**src/rtl/pong_pkg.sv**
```systemverilog
// Shared constants, state encoding and ball payload for the pong ball engine.
// Holds default screen/paddle/ball/score geometry, the FSM state enum, the
// ball state struct and small helpers (step decode, saturating BCD increment).
package pong_pkg;

  // Default geometry; the engine exposes these as overridable parameters.
  localparam int unsigned DFLT_SCREEN_W    = 1024;
  localparam int unsigned DFLT_SCREEN_H    = 768;
  localparam int unsigned DFLT_BALL_SIZE   = 16;
  localparam int unsigned DFLT_PADDLE_W    = 16;
  localparam int unsigned DFLT_PADDLE_H    = 128;
  localparam int unsigned DFLT_LEFT_X      = 32;
  localparam int unsigned DFLT_RIGHT_X     = 976;
  localparam int unsigned DFLT_WIN_SCORE   = 9;
  localparam int unsigned DFLT_GOAL_FRAMES = 60;

  localparam int unsigned POS_W   = 11;
  localparam int unsigned CALC_W  = 12;
  localparam int unsigned SCORE_W = 4;
  localparam int unsigned STEP_W  = 4;

  localparam logic [SCORE_W-1:0] SCORE_MAX = 4'd9;

  typedef enum logic [2:0] {
    ST_IDLE  = 3'd0,
    ST_SERVE = 3'd1,
    ST_MOVE  = 3'd2,
    ST_GOAL  = 3'd3,
    ST_OVER  = 3'd4
  } state_e;

  // Ball position (top-left) and direction; *_neg = 1 means moving toward 0.
  typedef struct packed {
    logic [POS_W-1:0] x;
    logic [POS_W-1:0] y;
    logic             dx_neg;
    logic             dy_neg;
  } ball_t;

  // speed_selector 0..3 -> 2/4/6/8 px per tick.
  function automatic logic [STEP_W-1:0] step_px(input logic [1:0] sel);
    return {1'b0, sel, 1'b0} + 4'd2;
  endfunction

  // One BCD digit, saturating at 9.
  function automatic logic [SCORE_W-1:0] bcd_sat_inc(input logic [SCORE_W-1:0] v);
    return (v >= SCORE_MAX) ? SCORE_MAX : v + 4'd1;
  endfunction

endpackage

```
**src/rtl/pong_ball_collide.sv**
```systemverilog
// Combinational next-position / bounce / miss evaluation for one tick.
// Ports: ball_i (current ball), step_i (px per tick), left/right paddle top y;
//        ball_c (next ball), miss_left_c / miss_right_c (ball left the field).
module pong_ball_collide
  import pong_pkg::*;
#(
  parameter int unsigned SCREEN_W  = DFLT_SCREEN_W,
  parameter int unsigned SCREEN_H  = DFLT_SCREEN_H,
  parameter int unsigned BALL_SIZE = DFLT_BALL_SIZE,
  parameter int unsigned PADDLE_W  = DFLT_PADDLE_W,
  parameter int unsigned PADDLE_H  = DFLT_PADDLE_H,
  parameter int unsigned LEFT_X    = DFLT_LEFT_X,
  parameter int unsigned RIGHT_X   = DFLT_RIGHT_X
) (
  input  ball_t              ball_i,
  input  logic [STEP_W-1:0]  step_i,
  input  logic [POS_W-1:0]   left_pos_i,
  input  logic [POS_W-1:0]   right_pos_i,
  output ball_t              ball_c,
  output logic               miss_left_c,
  output logic               miss_right_c
);

  localparam logic signed [CALC_W-1:0] LEFT_EDGE  = CALC_W'(LEFT_X + PADDLE_W);
  localparam logic signed [CALC_W-1:0] RIGHT_EDGE = CALC_W'(RIGHT_X - BALL_SIZE);
  localparam logic signed [CALC_W-1:0] X_MAX      = CALC_W'(SCREEN_W - BALL_SIZE);
  localparam logic signed [CALC_W-1:0] Y_MAX      = CALC_W'(SCREEN_H - BALL_SIZE);

  logic signed [CALC_W-1:0] step_s;
  logic signed [CALC_W-1:0] x_s, y_s, nx_s, ny_s;
  logic        [CALC_W-1:0] ball_bot, lpad_bot, rpad_bot;
  logic                     left_hit, right_hit;

  always_comb begin
    step_s   = $signed(CALC_W'(step_i));
    x_s      = $signed({1'b0, ball_i.x});
    y_s      = $signed({1'b0, ball_i.y});
    nx_s     = ball_i.dx_neg ? (x_s - step_s) : (x_s + step_s);
    ny_s     = ball_i.dy_neg ? (y_s - step_s) : (y_s + step_s);
    // Unsigned sums; 12 bits hold an 11-bit paddle position plus its height.
    ball_bot = CALC_W'(ball_i.y) + CALC_W'(BALL_SIZE);
    lpad_bot = CALC_W'(left_pos_i) + CALC_W'(PADDLE_H);
    rpad_bot = CALC_W'(right_pos_i) + CALC_W'(PADDLE_H);

    // A paddle only deflects a ball that crosses its face during this step.
    left_hit  = ball_i.dx_neg && (x_s >= LEFT_EDGE) && (nx_s < LEFT_EDGE) &&
                (ball_bot > CALC_W'(left_pos_i)) && (CALC_W'(ball_i.y) < lpad_bot);
    right_hit = !ball_i.dx_neg && (x_s <= RIGHT_EDGE) && (nx_s > RIGHT_EDGE) &&
                (ball_bot > CALC_W'(right_pos_i)) && (CALC_W'(ball_i.y) < rpad_bot);

    ball_c       = ball_i;
    miss_left_c  = 1'b0;
    miss_right_c = 1'b0;

    // Vertical axis: walls clamp and reflect.
    if (ny_s[CALC_W-1]) begin
      ball_c.y      = '0;
      ball_c.dy_neg = 1'b0;
    end else if (ny_s > Y_MAX) begin
      ball_c.y      = POS_W'(Y_MAX);
      ball_c.dy_neg = 1'b1;
    end else begin
      ball_c.y = POS_W'(ny_s);
    end

    // Horizontal axis: paddle bounce wins over leaving the field.
    if (left_hit) begin
      ball_c.x      = POS_W'(LEFT_EDGE);
      ball_c.dx_neg = 1'b0;
    end else if (right_hit) begin
      ball_c.x      = POS_W'(RIGHT_EDGE);
      ball_c.dx_neg = 1'b1;
    end else if (nx_s[CALC_W-1]) begin
      miss_left_c = 1'b1;
    end else if (nx_s > X_MAX) begin
      miss_right_c = 1'b1;
    end else begin
      ball_c.x = POS_W'(nx_s);
    end
  end

endmodule

```
**src/rtl/pong_ball_engine.sv**
```systemverilog
// Pong ball engine: frame-ticked ball motion, paddle/wall bounces, scoring and
// game flow (IDLE -> SERVE -> MOVE -> GOAL -> SERVE/OVER).
// Ports: clk, rst (sync active-low), vs (frame marker), enable, serve,
//        speed_selector, left/right_palette_pos (paddle top y);
//        ball_xpos/ball_ypos, score {left,right} BCD, goal pulse, game_over.
module pong_ball_engine
  import pong_pkg::*;
#(
  parameter int unsigned SCREEN_W    = DFLT_SCREEN_W,
  parameter int unsigned SCREEN_H    = DFLT_SCREEN_H,
  parameter int unsigned BALL_SIZE   = DFLT_BALL_SIZE,
  parameter int unsigned PADDLE_W    = DFLT_PADDLE_W,
  parameter int unsigned PADDLE_H    = DFLT_PADDLE_H,
  parameter int unsigned LEFT_X      = DFLT_LEFT_X,
  parameter int unsigned RIGHT_X     = DFLT_RIGHT_X,
  parameter int unsigned WIN_SCORE   = DFLT_WIN_SCORE,
  parameter int unsigned GOAL_FRAMES = DFLT_GOAL_FRAMES
) (
  input  logic             clk,
  input  logic             rst,
  input  logic             vs,
  input  logic             enable,
  input  logic             serve,
  input  logic [1:0]       speed_selector,
  input  logic [POS_W-1:0] left_palette_pos,
  input  logic [POS_W-1:0] right_palette_pos,
  output logic [POS_W-1:0] ball_xpos,
  output logic [POS_W-1:0] ball_ypos,
  output logic [7:0]       score,
  output logic             goal,
  output logic             game_over
);

  localparam int unsigned CNT_W = $clog2(GOAL_FRAMES + 1);
  localparam logic [POS_W-1:0] CENTER_X = POS_W'((SCREEN_W - BALL_SIZE) / 2);
  localparam logic [POS_W-1:0] CENTER_Y = POS_W'((SCREEN_H - BALL_SIZE) / 2);
  localparam ball_t BALL_HOME = '{x: CENTER_X, y: CENTER_Y, dx_neg: 1'b0, dy_neg: 1'b0};

  state_e             state_q, state_d;
  ball_t              ball_q, ball_d, ball_nxt_c;
  logic [SCORE_W-1:0] score_l_q, score_l_d, score_r_q, score_r_d;
  logic [CNT_W-1:0]   cnt_q, cnt_d;
  logic               goal_q, goal_d;
  logic               game_over_q, game_over_d;
  logic               vs_q, vs_d;
  logic               scored_left_q, scored_left_d;
  logic               adv_c, miss_left_c, miss_right_c;
  logic [STEP_W-1:0]  step_c;

  assign step_c = step_px(speed_selector);

  pong_ball_collide #(
    .SCREEN_W  (SCREEN_W),
    .SCREEN_H  (SCREEN_H),
    .BALL_SIZE (BALL_SIZE),
    .PADDLE_W  (PADDLE_W),
    .PADDLE_H  (PADDLE_H),
    .LEFT_X    (LEFT_X),
    .RIGHT_X   (RIGHT_X)
  ) u_collide (
    .ball_i       (ball_q),
    .step_i       (step_c),
    .left_pos_i   (left_palette_pos),
    .right_pos_i  (right_palette_pos),
    .ball_c       (ball_nxt_c),
    .miss_left_c  (miss_left_c),
    .miss_right_c (miss_right_c)
  );

  // Next-state and datapath update.
  always_comb begin
    state_d       = state_q;
    ball_d        = ball_q;
    score_l_d     = score_l_q;
    score_r_d     = score_r_q;
    cnt_d         = cnt_q;
    scored_left_d = scored_left_q;
    goal_d        = 1'b0;
    vs_d          = vs;
    // Rising edge of vs, gated by enable, advances the game by one frame.
    adv_c         = vs && !vs_q && enable;

    case (state_q)
      ST_IDLE, ST_OVER: begin
        if (serve) begin
          state_d   = ST_SERVE;
          ball_d    = BALL_HOME;
          score_l_d = '0;
          score_r_d = '0;
          cnt_d     = '0;
        end
      end
      ST_SERVE: begin
        // Launch only; the first motion happens on the following tick.
        if (serve) state_d = ST_MOVE;
      end
      ST_MOVE: begin
        if (adv_c) begin
          if (miss_left_c || miss_right_c) begin
            goal_d   = 1'b1;
            state_d  = ST_GOAL;
            cnt_d    = '0;
            ball_d.x = CENTER_X;
            ball_d.y = CENTER_Y;
            if (miss_left_c) begin
              score_r_d     = bcd_sat_inc(score_r_q);
              scored_left_d = 1'b0;
            end else begin
              score_l_d     = bcd_sat_inc(score_l_q);
              scored_left_d = 1'b1;
            end
          end else begin
            ball_d = ball_nxt_c;
          end
        end
      end
      ST_GOAL: begin
        if (adv_c) begin
          if (cnt_q == CNT_W'(GOAL_FRAMES - 1)) begin
            cnt_d = '0;
            if ((score_l_q == SCORE_W'(WIN_SCORE)) || (score_r_q == SCORE_W'(WIN_SCORE))) begin
              state_d = ST_OVER;
            end else begin
              state_d       = ST_SERVE;
              // Serve toward the player who just scored.
              ball_d.dx_neg = scored_left_q;
            end
          end else begin
            cnt_d = cnt_q + CNT_W'(1);
          end
        end
      end
      default: state_d = ST_IDLE;
    endcase

    game_over_d = (state_d == ST_OVER);
  end

  // State and output registers.
  always_ff @(posedge clk) begin
    if (!rst) begin
      state_q       <= ST_IDLE;
      ball_q        <= BALL_HOME;
      score_l_q     <= '0;
      score_r_q     <= '0;
      cnt_q         <= '0;
      goal_q        <= 1'b0;
      game_over_q   <= 1'b0;
      vs_q          <= 1'b0;
      scored_left_q <= 1'b0;
    end else begin
      state_q       <= state_d;
      ball_q        <= ball_d;
      score_l_q     <= score_l_d;
      score_r_q     <= score_r_d;
      cnt_q         <= cnt_d;
      goal_q        <= goal_d;
      game_over_q   <= game_over_d;
      vs_q          <= vs_d;
      scored_left_q <= scored_left_d;
    end
  end

  assign ball_xpos = ball_q.x;
  assign ball_ypos = ball_q.y;
  assign score     = {score_l_q, score_r_q};
  assign goal      = goal_q;
  assign game_over = game_over_q;

endmodule

```
**config.mk**
```make
export PLATFORM = sky130hd
export DESIGN_NAME = pong_ball_engine
export DESIGN_NICKNAME = d
export VERILOG_FILES = /design/src/rtl/pong_pkg.sv /design/src/rtl/pong_ball_collide.sv /design/src/rtl/pong_ball_engine.sv
export SDC_FILE = /design/constraint.sdc
export NUM_CORES = 1
export LEC_CHECK = 0
export CORE_ASPECT_RATIO = 0.9
export CORE_UTILIZATION = 62
export DETAILED_ROUTE_END_ITERATION = 7
export PLACE_DENSITY = 0.87
export SLEW_MARGIN = 20
export SYNTH_ARGS = -nofsm -noshare
export SYNTH_HDL_FRONTEND = slang
export SYNTH_SLANG_ARGS = --single-unit
```
**constraint.sdc**
```tcl
create_clock -name clk -period 7.3 [get_ports clk]
set_clock_uncertainty 0.1 [all_clocks]
set_input_delay 0.73 -clock clk [delete_from_list [all_inputs] [get_ports clk]]
set_output_delay 0.73 -clock clk [all_outputs]
set_load 0.02 [all_outputs]
```
==> results.ini, run 1 <==
[sta]
worst_pin_slew_ns=0.8412
period_share_pct=64.45
finalSetupViolations=0
holdWs_ns=0.3677
rsz0062_at_grt=no
slew_headroom_pct=43.75
fmax_mhz=212.6
report.final.slew_viol_count=0
hold_viol=0
finalCriticalPeriod_ns=4.705
final.setup.tns_ns=0

[finish]
drive_above_1_share_pct=6.729
multi_input_area_um2=3496
syn_to_final_growth_pct=11.18
antenna_cells=0
final_net_count=735
seqCellArea_um2=860.8
final.fill_count=591

[global_routing]
grt_pass1_wl_um=20260
grt_pass1_vias=4377
grtUsageTotal_pct=30.94
grt_max_degree=25
grt_antenna_before_repair=0
grt_overflow=0

[detailed_routing]
drcViolationCount=0
finalWirelength_um=12540
dr.pass1.iters=5
vias_per_cell=6.351
ant_nets=0
drtIter0Drc=279
routedWlPerCell_um=17.06
via_count=4668

[clocking]
hold_buffers=0
h-tree-depth=2
cts_root_buf=clkbuf_8
clk_pin_slew_ns=0.08
clockBufferDepth=2
clkLatencyLatePin_ns=0.30
numCtsBuffers=5
cts_resized=0
cts.sink_count=43
post-cts-setup-buffers=0
cts_tree=yes

[setup_path]
rr_endpoint=score_l_q[2]
critical_path_class=input port to flip-flop
cp_max_fo=9
end_kind=flip-flop
required_ns=7.38
rrSetupSlack_ns=3.44
startpoint_type=input port
reg2reg_from=ball_q[1]
reg2reg_depth=12
cp_data_arrival_time_ns=4.79

[placed_design]
dp_hpwl_um=9795
io_buffers=58
place_congestion=0.9130

[pwr]
vdd_drop_max_v=0.0001030
p_per_area_nw_per_um2=163.6
leakage_nw=2.338

[yosys]
yosysTopAreaCellShare_pct=17.93
async_reset_ff_share_pct=0
yosys.cell_types.count=94
syn_inst=613
ys_warn_count=0
syn_area_per_cell_um2=7.832
dominantRegCellSynth=dfxtp_1
yosys-top-cells-count=ha_1, nor2_1, inv_1
synth_most_common_cell=ha_1
synth_edf_count=0
ys_ff_latch=43
syn-cell-area_um2=4801
synth_area_leaders=dfxtp_1, ha_1, nor2_1
seq_area_frac_synth_pct=17.93
synth.largest_area_cell=dfxtp_1

[worst_hold_path]
min_from=scored_left_q
worstHoldPathCells=2
hold_class=flip-flop to flip-flop
hold_end=scored_left_q

[run_status]
status=complete, no violations

[die]
fp.dieH_um=85.48
die_area_um2=8100
die_w_um=94.76
core_um2=7507
num_io_pins=61
rows=30
start_util_pct=63.95

[flow_run]
cap_violations=0

[area by class of cell]
| type | count | share of cell area [%] |
|---|---|---|
| tap | 96 | 2.250 |
| clock buffer | 7 | 1.805 |
| timing repair buffer | 58 | 10.88 |
| clock inverter | 1 | 0.1406 |
| sequential | 43 | 16.13 |
| inverter | 47 | 3.305 |
| multi-input combinational | 483 | 65.49 |
[flip-flops by register name, indices dropped and copies added (netlist names)]
| register | count |
|---|---|
| goal | 1 |
| scored_left_q | 1 |
| ball_xpos | 10 |
| ball_ypos | 10 |
| ball_q | 2 |
| score_l_q | 4 |
| game_over | 1 |
| state_q | 3 |
| cnt_q | 6 |
| score_r_q | 4 |
| vs_q | 1 |
[metrics by stage]
stage	setup WS (ns)	instances	utilization, %	area, µm²	total power, mW
finish	2.595	735	71.10	5338	0.8735
global route	2.369	735	71.10	5338	0.9245
CTS	2.652	735	71.10	5338	0.8674
detailed placement	2.342	727	69.72	5234	0.7000
global placement	2.517	727	69.72	5234	0.6847
floorplan	3.383	614	-	4805	0.6002
[report_power, final]
group | total (mW) | switching (mW) | internal (mW)
clock network | 0.170 | 0.0836 | 0.0861
registers | 0.265 | 0.0207 | 0.244
logic | 0.439 | 0.260 | 0.179
[worst max-delay path by stage]
stage	end	from	cells past startpoint
finish	score_l_q[2]	speed_selector[0]	14
global route	score_l_q[2]	speed_selector[0]	14
CTS	ball_xpos[8]	speed_selector[0]	14
detailed placement	ball_xpos[8]	speed_selector[0]	14
global placement	ball_xpos[6]	speed_selector[0]	14
floorplan	score_r_q[1]	speed_selector[0]	14
[critical path, cell delays in order]
cell             delay (ns)
clkdlybuf4s50_1        0.59
inv_1                  0.12
ha_1                   0.34
xor2_1                 0.22
fa_1                   0.45
nand2b_2               0.27
a21o_1                 0.22
a211oi_1               0.37
nand3b_1               0.22
nor4_2                 0.08
o211ai_4               0.28
nand3_1                0.35
o311ai_1               0.43
o21ai_1                0.10
[metal layers]
| layer | wire (µm) | GRT usage [%] | vias to the layer above |
|---|---|---|---|
| met5 | 0 | 0 | - |
| met4 | 259 | 7.851 | 0 |
| met3 | 786 | 3.943 | 27 |
| met2 | 5940 | 52.58 | 196 |
| met1 | 5550 | 41.14 | 2166 |
| li1 | - | - | 2279 |
[cell families (layout without fill, tap and decap cells)]
| kind of cell | count (synthesis) | count (layout) | share of synthesized area [%] |
|---|---|---|---|
| adders and majority gates | 68 | 68 | 18.03 |
| muxes | 2 | 2 | 0.4170 |
| other | 1 | 2 | 0.07811 |
| xor gates and xnor gates | 17 | 17 | 3.102 |
| buffers and inverters | 88 | 113 | 9.330 |
| DFF | 43 | 43 | 17.93 |
| AOI/OAI and AO/OA | 173 | 173 | 27.11 |
| and+or+nand+nor | 221 | 221 | 24.00 |
[layout by cell type (no fill, tap or decap), types with 4 or more instances in the layout]
master           count
xnor2_1              8
xor2_1               9
nand4_1              8
a21oi_1             33
or2_2                4
ha_1                66
nand2b_1            12
nor2_1              53
o21ai_0             26
clkbuf_8             7
a31oi_1             13
clkdlybuf4s50_1     58
nand2_1             43
inv_1               46
a21boi_0             4
a21o_1              19
nand3b_1             5
nor2b_1              8
o21ai_1              4
a211oi_1            10
nand3_1             35
a221o_1              5
and3_1               6
nor3_1              14
dfxtp_1             43
Power figures use the tool's default switching activity.
==> run 2, diff against run 1 <==
--- a/config.mk
+++ b/config.mk
@@ -6,9 +6,9 @@
 export NUM_CORES = 1
 export LEC_CHECK = 0
 export CORE_ASPECT_RATIO = 0.9
-export CORE_UTILIZATION = 62
+export CORE_UTILIZATION = 57
 export DETAILED_ROUTE_END_ITERATION = 7
-export PLACE_DENSITY = 0.87
+export PLACE_DENSITY = 0.81
 export SLEW_MARGIN = 20
 export SYNTH_ARGS = -nofsm -noshare
 export SYNTH_HDL_FRONTEND = slang
==> constraint.sdc (replaced) <==
create_clock -name clk -period 4.65 [get_ports clk]
set_clock_uncertainty 0.1 [all_clocks]
set_input_delay 0.465 -clock clk [delete_from_list [all_inputs] [get_ports clk]]
set_output_delay 0.465 -clock clk [all_outputs]
set_load 0.02 [all_outputs]
==> run 2 against run 1 <==
Effect of this change: first-iteration DRC count grew 5.7%; final area is the same; sequential power up 57%; final cell count rose by 0.68%; register-to-register slack lost 2.7 ns; total power increased by 53%; worst setup slack got worse by 2.2 ns; clock power rose by 39%; count of clock-buffer cells in the layout decreased by 1; critical path depth is the same; hold slack gained 0.037 ns; core utilization fell by 5.3 points.
==> results.ini, run 2 (synthesis results as in run 1) <==
[global_routing]
grtUsageTotal_pct=28.20
grt_pass1_wl_um=20090
grt_pass1_vias=4146
grt_max_degree=25
grt_overflow=0
grt_antenna_before_repair=0

[detailed_routing]
ant_nets=0
drtIter0Drc=295
drcViolationCount=0
routedWlPerCell_um=16.61
finalWirelength_um=12290
dr.pass1.iters=5
vias_per_cell=6.265
via_count=4636

[setup_path]
cp_max_fo=7
startpoint_type=input port
required_ns=4.73
critical_path_class=input port to flip-flop
cp_data_arrival_time_ns=4.35
end_kind=flip-flop

[die]
num_io_pins=61
rows=31
die_w_um=98.74
fp.dieH_um=89.07
core_um2=8107
start_util_pct=59.22
die_area_um2=8794

[finish]
final_common_cell=ha_1
drive_above_1_share_pct=6.864
final_net_count=737
fin_cells=740
final.fill_count=712
final_core_util_pct=65.84
seqCellArea_um2=860.8
antenna_cells=0
multi_input_area_um2=3496
syn_to_final_growth_pct=11.18
layout_common_cells=ha_1, clkdlybuf4s50_1, nor2_1, inv_1

[pwr]
swShare_pct=42.20
pwr-share-seq_pct=31.3
p_switching_mw=0.5626
vdd_drop_max_v=0.0001961
pwr-share-clk_pct=17.7
combPwrFrac_pct=51.0
leakage_nw=2.338
p_per_area_nw_per_um2=249.7
p_int_mw=0.7704

[sta]
hold_viol=0
finalCriticalPeriod_ns=4.268
worst_pin_slew_ns=0.8617
report.final.slew_viol_count=0
final.setup.tns_ns=0
fmax_mhz=234.3
finalSetupViolations=0
period_share_pct=91.78
rsz0062_at_grt=no
slew_headroom_pct=42.38

[clocking]
clkLatencyLatePin_ns=0.30
h-tree-depth=2
cts_root_buf=clkbuf_8
post-cts-setup-buffers=0
hold_buffers=0
cts_tree=yes
cts.sink_count=43
numCtsBuffers=5
clk_pin_slew_ns=0.09
cts_resized=0
clockBufferDepth=2

[placed_design]
io_buffers=58
place_congestion=0.8909
dp_hpwl_um=9793
dp_cells=732

[run_status]
status=complete, no violations

[flow_run]
cap_violations=0

[worst_hold_path]
hold_class=flip-flop to flip-flop

[run 2: through the flow]
step                hold WS, ns  cell area [µm²]  power (mW)  setup slack [ns]
finish                   0.4047             5338       1.333            0.3823
CTS                      0.4039             5338       1.326            0.3926
detailed placement       0.3968             5253       1.095            0.1025
global route             0.4255             5338       1.422            0.1244
global placement         0.3487             5253       1.082            0.1899
floorplan                0.3349             4805      0.9423            0.9976
[run 2: power groups by stage]
stage / Sequential, mW / Combinational [mW] / Clock, mW
final: 0.417 / 0.680 / 0.236
after global routing: 0.420 / 0.752 / 0.250
after CTS: 0.416 / 0.674 / 0.236
after detailed placement: 0.425 / 0.670 / 0
after global placement: 0.424 / 0.659 / 0
after floorplan: 0.412 / 0.531 / 0
[run 2: metal layers]
| layer | up-vias | track usage [%] | wire length [µm] |
|---|---|---|---|
| met4 | 0 | 4.749 | 110 |
| met5 | - | 0 | 0 |
| met3 | 10 | 2.737 | 846 |
| met2 | 177 | 48.89 | 5652 |
| met1 | 2161 | 38.85 | 5685 |
| li1 | 2288 | - | - |
[run 2: final timing paths]
| check | from | endpoint | slack, ns | depth (start not counted) |
|---|---|---|---|---|
| worst max-delay path | speed_selector[0] | ball_xpos[6] | 0.38 | 14 |
| worst min-delay path | state_q[2] | state_q[1] | 0.40 | 1 |
| worst max register to register | ball_q[1] | ball_xpos[6] | 0.77 | 12 |
| worst min register to register | state_q[2] | state_q[1] | 0.40 | 1 |
[run 2: cell type report]
class,count,share of cell area [%]
Multi-Input combinational cell,483,65.49
Sequential cell,43,16.13
Timing Repair Buffer,60,11.16
Inverter,47,3.305
Tap cell,99,2.321
Clock buffer,6,1.360
Clock inverter,2,0.2344
[run 2: worst max-delay path, cell delays in order]
cell and delay (ns):
clkdlybuf4s50_1 0.51, inv_1 0.10, ha_1 0.34, xor2_1 0.20, fa_1 0.45, nand2b_2 0.27
a21oi_2 0.26, nor3b_2 0.08, or4_1 0.51, o22ai_2 0.15, o211ai_2 0.18, a31oi_1 0.31
o21ai_1 0.18, a221o_1 0.33
